`config.mk`:
```
export PLATFORM = sky130hd
export DESIGN_NAME = uart_tx_scheduler
export DESIGN_NICKNAME = d
export VERILOG_FILES = /design/src/rtl/uart_tx_scheduler.sv
export SDC_FILE = /design/constraint.sdc
export NUM_CORES = 1
export LEC_CHECK = 0
export CORE_ASPECT_RATIO = 1.1
export CORE_MARGIN = 2
export CORE_UTILIZATION = 48
export CTS_BUF_LIST = sky130_fd_sc_hd__clkbuf_4
export CTS_CLUSTER_DIAMETER = 50
export DETAILED_ROUTE_END_ITERATION = 7
export GPL_ROUTABILITY_DRIVEN = 0
export HOLD_SLACK_MARGIN = 0.08
export PLACE_DENSITY = 0.87
export SYNTH_ARGS = -nofsm -noshare
export SYNTH_HDL_FRONTEND = slang
export SYNTH_SLANG_ARGS = --single-unit
```
`constraint.sdc`:
```
create_clock -name clk -period 5.04 [get_ports clk]
set_clock_uncertainty 0.2 [all_clocks]
set_input_delay 1.008 -clock clk [delete_from_list [all_inputs] [get_ports clk]]
set_output_delay 1.008 -clock clk [all_outputs]
set_load 0.005 [all_outputs]
```
`src/rtl/uart_tx_scheduler.sv`:
```
// Round-robin share of one UART transmitter: req_ready at T+1 and tx_start at T+2 after ARB sees req_valid at T.
// Requesters wait while a frame, its busy/done handshake and the idle gap are in flight; tx_start waits for tx_busy=0.
module uart_tx_scheduler #(
  parameter int NUM_REQ      = 4,
  parameter int GAP_CYCLES   = 2,
  parameter int BUSY_TIMEOUT = 4
) (
  input  logic                       clk,
  input  logic                       rst,
  input  logic [NUM_REQ-1:0]         req_valid,
  input  logic [8*NUM_REQ-1:0]       req_data,
  output logic [NUM_REQ-1:0]         req_ready,
  output logic                       tx_en,
  output logic                       tx_start,
  output logic [7:0]                 tx_data,
  input  logic                       tx_busy,
  input  logic                       tx_done,
  output logic [$clog2(NUM_REQ)-1:0] grant_id,
  output logic                       active,
  output logic                       timeout_err
);

  localparam int IW = $clog2(NUM_REQ);
  localparam int TW = $clog2(BUSY_TIMEOUT);
  localparam int GW = $clog2(GAP_CYCLES + 1);
  localparam logic [TW-1:0] TO_LAST  = TW'(BUSY_TIMEOUT - 1);
  // The tx_done cycle itself counts toward the gap, so GAP lasts GAP_CYCLES-1 cycles (at least one).
  localparam logic [GW-1:0] GAP_LAST = GW'((GAP_CYCLES > 1) ? GAP_CYCLES - 2 : 0);
  localparam logic [IW-1:0] LAST_ID  = IW'(NUM_REQ - 1);

  typedef enum logic [2:0] {ARB, LAUNCH, WAIT_BUSY, WAIT_DONE, GAP} state_t;

  state_t           state, state_nxt;
  logic [IW-1:0]    rr_ptr, rr_ptr_nxt;
  logic [TW-1:0]    to_cnt, to_cnt_nxt;
  logic [GW-1:0]    gap_cnt, gap_cnt_nxt;
  logic             found;
  logic [IW-1:0]    win;
  logic [NUM_REQ-1:0] req_ready_nxt;
  logic             tx_en_nxt, tx_start_nxt, active_nxt, timeout_err_nxt;
  logic [7:0]       tx_data_nxt;
  logic [IW-1:0]    grant_id_nxt;

  function automatic logic [IW-1:0] rr_idx(input logic [IW-1:0] base, input int k);
    int s;
    s = int'(base) + k;
    if (s >= NUM_REQ) s -= NUM_REQ;
    return IW'(s);
  endfunction

  always_comb begin
    found = 1'b0;
    win   = '0;
    for (int k = 0; k < NUM_REQ; k++) begin
      if (!found && req_valid[rr_idx(rr_ptr, k)]) begin
        found = 1'b1;
        win   = rr_idx(rr_ptr, k);
      end
    end
  end

  always_ff @(posedge clk) begin
    if (rst) begin
      state       <= ARB;
      rr_ptr      <= '0;
      to_cnt      <= '0;
      gap_cnt     <= '0;
      req_ready   <= '0;
      tx_en       <= 1'b0;
      tx_start    <= 1'b0;
      tx_data     <= '0;
      grant_id    <= '0;
      active      <= 1'b0;
      timeout_err <= 1'b0;
    end else begin
      state       <= state_nxt;
      rr_ptr      <= rr_ptr_nxt;
      to_cnt      <= to_cnt_nxt;
      gap_cnt     <= gap_cnt_nxt;
      req_ready   <= req_ready_nxt;
      tx_en       <= tx_en_nxt;
      tx_start    <= tx_start_nxt;
      tx_data     <= tx_data_nxt;
      grant_id    <= grant_id_nxt;
      active      <= active_nxt;
      timeout_err <= timeout_err_nxt;
    end
  end

  always_comb begin
    state_nxt = state;
    case (state)
      ARB:       if (found) state_nxt = LAUNCH;
      LAUNCH:    if (!tx_busy) state_nxt = WAIT_BUSY;
      WAIT_BUSY: begin
        if (tx_busy)               state_nxt = WAIT_DONE;
        else if (to_cnt == TO_LAST) state_nxt = GAP;
      end
      WAIT_DONE: if (tx_done) state_nxt = GAP;
      GAP:       if (gap_cnt == GAP_LAST) state_nxt = ARB;
      default:   state_nxt = ARB;
    endcase
  end

  always_comb begin
    req_ready_nxt   = '0;
    tx_start_nxt    = 1'b0;
    tx_en_nxt       = (state_nxt == WAIT_BUSY) || (state_nxt == WAIT_DONE);
    tx_data_nxt     = tx_data;
    grant_id_nxt    = grant_id;
    active_nxt      = active;
    timeout_err_nxt = timeout_err;
    rr_ptr_nxt      = rr_ptr;
    to_cnt_nxt      = '0;
    gap_cnt_nxt     = '0;
    case (state)
      ARB: begin
        if (found) begin
          req_ready_nxt[win] = 1'b1;
          for (int i = 0; i < NUM_REQ; i++) begin
            if (IW'(i) == win) tx_data_nxt = req_data[i*8 +: 8];
          end
          grant_id_nxt = win;
          active_nxt   = 1'b1;
          rr_ptr_nxt   = (win == LAST_ID) ? '0 : win + 1'b1;
        end
      end
      LAUNCH:    tx_start_nxt = !tx_busy;
      WAIT_BUSY: begin
        if (!tx_busy) begin
          if (to_cnt == TO_LAST) timeout_err_nxt = 1'b1;
          else                   to_cnt_nxt = to_cnt + 1'b1;
        end
      end
      GAP: begin
        if (gap_cnt == GAP_LAST) active_nxt = 1'b0;
        else                     gap_cnt_nxt = gap_cnt + 1'b1;
      end
      default: ;
    endcase
  end

endmodule

```
* After elaboration in Yosys (flattened, before gate mapping)
Index checks and enable logic that the tools add are counted.
Cells by class: equality and inequality tests 13, reductions and logical operators 22, shift-type cells 0, mux-type cells 37, bitwise logic cells 6, $mul 0, div/mod/pow operators 0, $add $sub $neg 10, $lt $le $gt $ge 10
Operator list (count):
- 8-bit two-way mux | 4
- 2-bit two-way mux | 9
- 3-bit two-way mux | 6
- 2-bit by 3-bit less-than comparator with 1-bit output (second input constant) | 5
- 3-bit one-hot mux with 5 select lines | 1
- 3-bit by 2-bit equality test with 1-bit output (second input constant) | 4
- 1-bit two-way mux | 11
- 3-bit >= comparator (second input constant) | 3
- 3-bit AND reduction | 3
- 1-bit binary-select mux with 2-bit select | 4
- 2-bit by 1-bit subtractor with 2-bit output (second input constant) | 4
- 2-bit by 1-bit adder with 2-bit output (second input constant) | 3
- 2-bit by 2-bit adder with 3-bit output (second input constant) | 2
- 1-bit NOT | 6
- 3-bit OR reduction | 2
- 2-bit equality test (first input constant) | 2
- 2-bit equality test (second input constant) | 2
- 1-bit logical AND | 4
- 1-bit zero test | 4
- 2-bit zero test | 2
- 2-bit != test (second input constant) | 2
- 4-bit nonzero test | 1
- 4-bit OR reduction | 1
- 2-bit by 1-bit adder with 3-bit output (second input constant) | 1
- other kinds (12) | 12
Word-level totals: memory bits (read-only) 0, flip-flop bits (word level) 27, word-level logic and storage cells 109, RAM bits 0, memories kept 0, output and inout bits 18, latch bits 0, input bits 40

* Longest topological paths before layout
depth after elaboration 19, gate-level depth with buffers 8, gate-level depth less buffers 7

* Least setup slack after synthesis
OpenSTA, ideal clock, no wires.
path kind input-to-reg, from input req_valid[2], to register tx_data[4], stages 8, path buffers 1, slack 2166 ps, arrival 2540 ps, cell sequence nor2b_1 -> a221oi_1 -> or2_2 -> ha_1 -> buf_2 -> mux2_2 -> o211ai_1 -> a311oi_2
On the way: longest elaborated chain between the ends 16, elaborated cells between the ends (all ways) 31, those cells by class eq/ne (3); mux (19); reduce/logical (9)
RTL lines:
- from (decl) | RTL line 10 | input logic [NUM_REQ-1:0] req_valid,
- 1-bit binary-select mux with 2-bit select | RTL line 55 | if (!found && req_valid[rr_idx(rr_ptr, k)]) begin
- 1-bit two-way mux (implied by the code) | RTL line 55
- 1-bit two-way mux | RTL line 55
- 1-bit zero test | RTL line 55
- 1-bit logical AND | RTL line 55
- 1-bit two-way mux | RTL line 55
- 1-bit zero test | RTL line 55
- 1-bit logical AND | RTL line 55
- 1-bit two-way mux | RTL line 55
- 1-bit zero test | RTL line 55
- 1-bit logical AND | RTL line 55
- 2-bit two-way mux | RTL line 55
- 1-bit by 2-bit equality test with 1-bit output | RTL line 121 | if (IW'(i) == win) tx_data_nxt = req_data[i*8 +: 8];
- 8-bit two-way mux (3 in series) | RTL line 121
- to (signal assigned) | RTL line 83 | tx_data <= tx_data_nxt;
- to (decl) | RTL line 15 | output logic [7:0] tx_data,
Parallel ways exist; a longest one is shown, timed or not. The select of a mux whose other input is x is not followed. A chain may end at the register's enable or synchronous reset.

* Final worst setup path
from input req_valid[0], to register tx_data[3]
The elaborated chain is that of the path after synthesis.

==> results.txt <==
status - completed
crit end category - flop
xor/xnor cell area share of the yosys netlist - 0
Setup Viol. Count Final - 0
CTS tree - done
Layout area overhead - 39.9%
Tmin final - 3.43 ns
syn avg cell area - 9.26 sq um
cts repair resizes - 0
commonest cells after routing, fill and taps aside - clkdlybuf4s50_1 (57), dfxtp_1 (27), nand2_1 (13), a21oi_1 (11), nand2b_1 (10)
synth warn - 0
placed cell areas - 2030 sq um
I/O pin count - 58
Post CTS Setup Buffer Count - 0
worst-path cell chain - clkdlybuf4s50_1 -> nand2_1 -> a221oi_1 -> or2_2 -> ha_1 -> mux2_2 -> o211ai_1 -> a311oi_1
register area share after synthesis - 0.367
Synth area leader - dfxtp_1
GR Util All Layers - 0.201
hold depth - 1
clk slew on worst S/H paths - 0.14 ns
via count - 1,377
register area - 541 sq um
share of cells above drive strength 1 - 0.123
global-route wire length before repair - 5.55 mm
fin area - 2060 sq um
initial core utilization - 0.492
Post-DP HPWL - 2.82 mm
Root Buffer - clkbuf_4
hold crit path type - reg2reg
syn nets - 205
RSZ-0062 raised after global routing - no
Routed Antenna Nets - 0
# fillers - 240
clk buf depth - 2
adder-cell share of the synthesized area - 0.0510
mux cell area share after synthesis - 0.0680
ys flop type - dfxtp_1
WL/cell - 14.8 microns
Req. time, crit path - 5.03 ns
CTS Buf Count - 3
Arrival @ worst endpoint - 3.42 ns
Reg2Reg Depth - 7
via/cell ratio - 5.60
CTS HTree Levels - 1
Post-Syn Instances - 159
DR iter-0 viols - 37
Synth Area in Compound Gates - 0.218
Fin. Hold Viols - 0
core area - 3000 sq um
Pins Over Slew Limit - 0
PwrDens - 275 nW/um^2
area of the multi-input gates - 851 sq um
pin count of the biggest net entering global routing - 18
Setup TNS - 0 ns
fin nets - 259
clk sink count - 27
number of flops mapped to enable cells by yosys - 0
Setup WS post-layout - 1.61 ns
Die Ht - 62.1 microns
flops & latches, synth - 27
Buffers on Ports - 57
Final Power - 0.567 mW
Worst-Margin Slew - 0.661 ns
Total Routed Length - 3.64 mm
die area - 3530 sq um
FFs w/ async S/R, synth - 0
CP Launch Type - input pin
# diodes - 0
Pleak - 0.765 nW
site row count - 21
Tcrit/Tclk final - 0.680
commonest non-fill, non-tap cell in the layout - clkdlybuf4s50_1
CP max stage delay - 0.58 ns
Yosys cell types - 45
drt pass-1 iters - 4
hold buffers post-CTS - 0
Crit-path slowest cell - clkdlybuf4s50_1
main combinational cell family by area after synthesis - simple AND/OR/NAND/NOR gates
Setup WS pre-CTS - 1.23 ns
share of the synthesized area in the top cell type - 0.367
Worst slew margin - 0.558
Max FO, Critical Path - 9
max cap viols - 0
DRC errors left - 0
fin cells - 246
Synth Area in Simple Gates - 0.241
Worst Hold Slack - 0.234 ns
DP Cell Count - 242
mapped cell area - 1470 sq um
number of global-route vias before repair - 1,301
synth top area cells - dfxtp_1 (37%), mux2_2 (6.1%), ha_1 (5.1%)
Clk Latency, worst-skew pair - 0.31 ns
grt total ovfl - 0
Max VDD drop - 0.172 mV
crit path kind - in2reg
initial antenna violation count - 0
Max Freq - 0.292 GHz
Die X-Extent - 56.8 microns
Finished Core Util - 0.688
[kinds of logic (layout without fill, tap and decap cells)]
group,count (synthesis),count (layout)
buffers and inverters,15,68
DFF,27,27
AOI/OAI and AO/OA,43,43
adders and majority gates,6,6
muxes,9,9
and+or+nand+nor,59,59
[flip-flops by register name (all words and copies together), names as in the netlist, 2 cells and up]
register,count
tx_data,8
req_ready,4
to_cnt,2
rr_ptr,2
grant_id,2
gap_cnt,2
state,3
[cell type report]
type                            instances  area share
Inverter                                7      0.0128
Clock buffer                            4      0.0146
Multi-Input combinational cell        117       0.413
Tap cell                               34      0.0206
Timing Repair Buffer                   57       0.277
Sequential cell                        27       0.262
[final timing paths]
path,startpoint,to,slack [ns]
hold / removal,gap_cnt[0],gap_cnt[0],0.23
setup / recovery,req_valid[0],tx_data[3],1.61
setup reg to reg,rr_ptr[1],tx_data[3],2.46
hold reg to reg,gap_cnt[0],gap_cnt[0],0.23
[worst max-delay path: cells and delay by family]
family                   cells  cell delay [ns]
AO/OA/AOI/OAI                3             0.75
adder cells (fa/ha/maj)      1             0.40
buffers and inverters        1             0.58
multiplexers                 1             0.39
AND/OR/NAND/NOR              2             0.29
[synthesized netlist by cell type, types with 2 or more instances]
master,number
dfxtp_1,27
inv_1,6
and3_1,4
nor3_1,2
or2_2,3
a21oi_1,11
nor2b_1,5
nand3_1,2
nor2_1,5
buf_6,3
o21ai_0,5
nor4_1,3
clkbuf_1,3
nand2_1,13
buf_2,2
a311oi_1,7
ha_1,6
o211ai_1,9
nand2b_1,10
mux2_2,8
[report_power, final]
group | leakage [nW] | switching, mW | internal (mW) | total [mW]
Combinational | 0.525 | 0.0924 | 0.119 | 0.212
Sequential | 0.222 | 0.0198 | 0.238 | 0.258
Clock | 0.0184 | 0.0612 | 0.0363 | 0.0974
[routing by layer]
layer / GRT usage / vias up / share of wire
li1: - / 693 / -
met1: 0.224 / 643 / 0.41
met2: 0.397 / 39 / 0.53
met3: 0.0414 / 2 / 0.055
met4: 0.0498 / 0 / 0.0027
met5: 0 / - / 0
(Power assumes the default switching activity.)
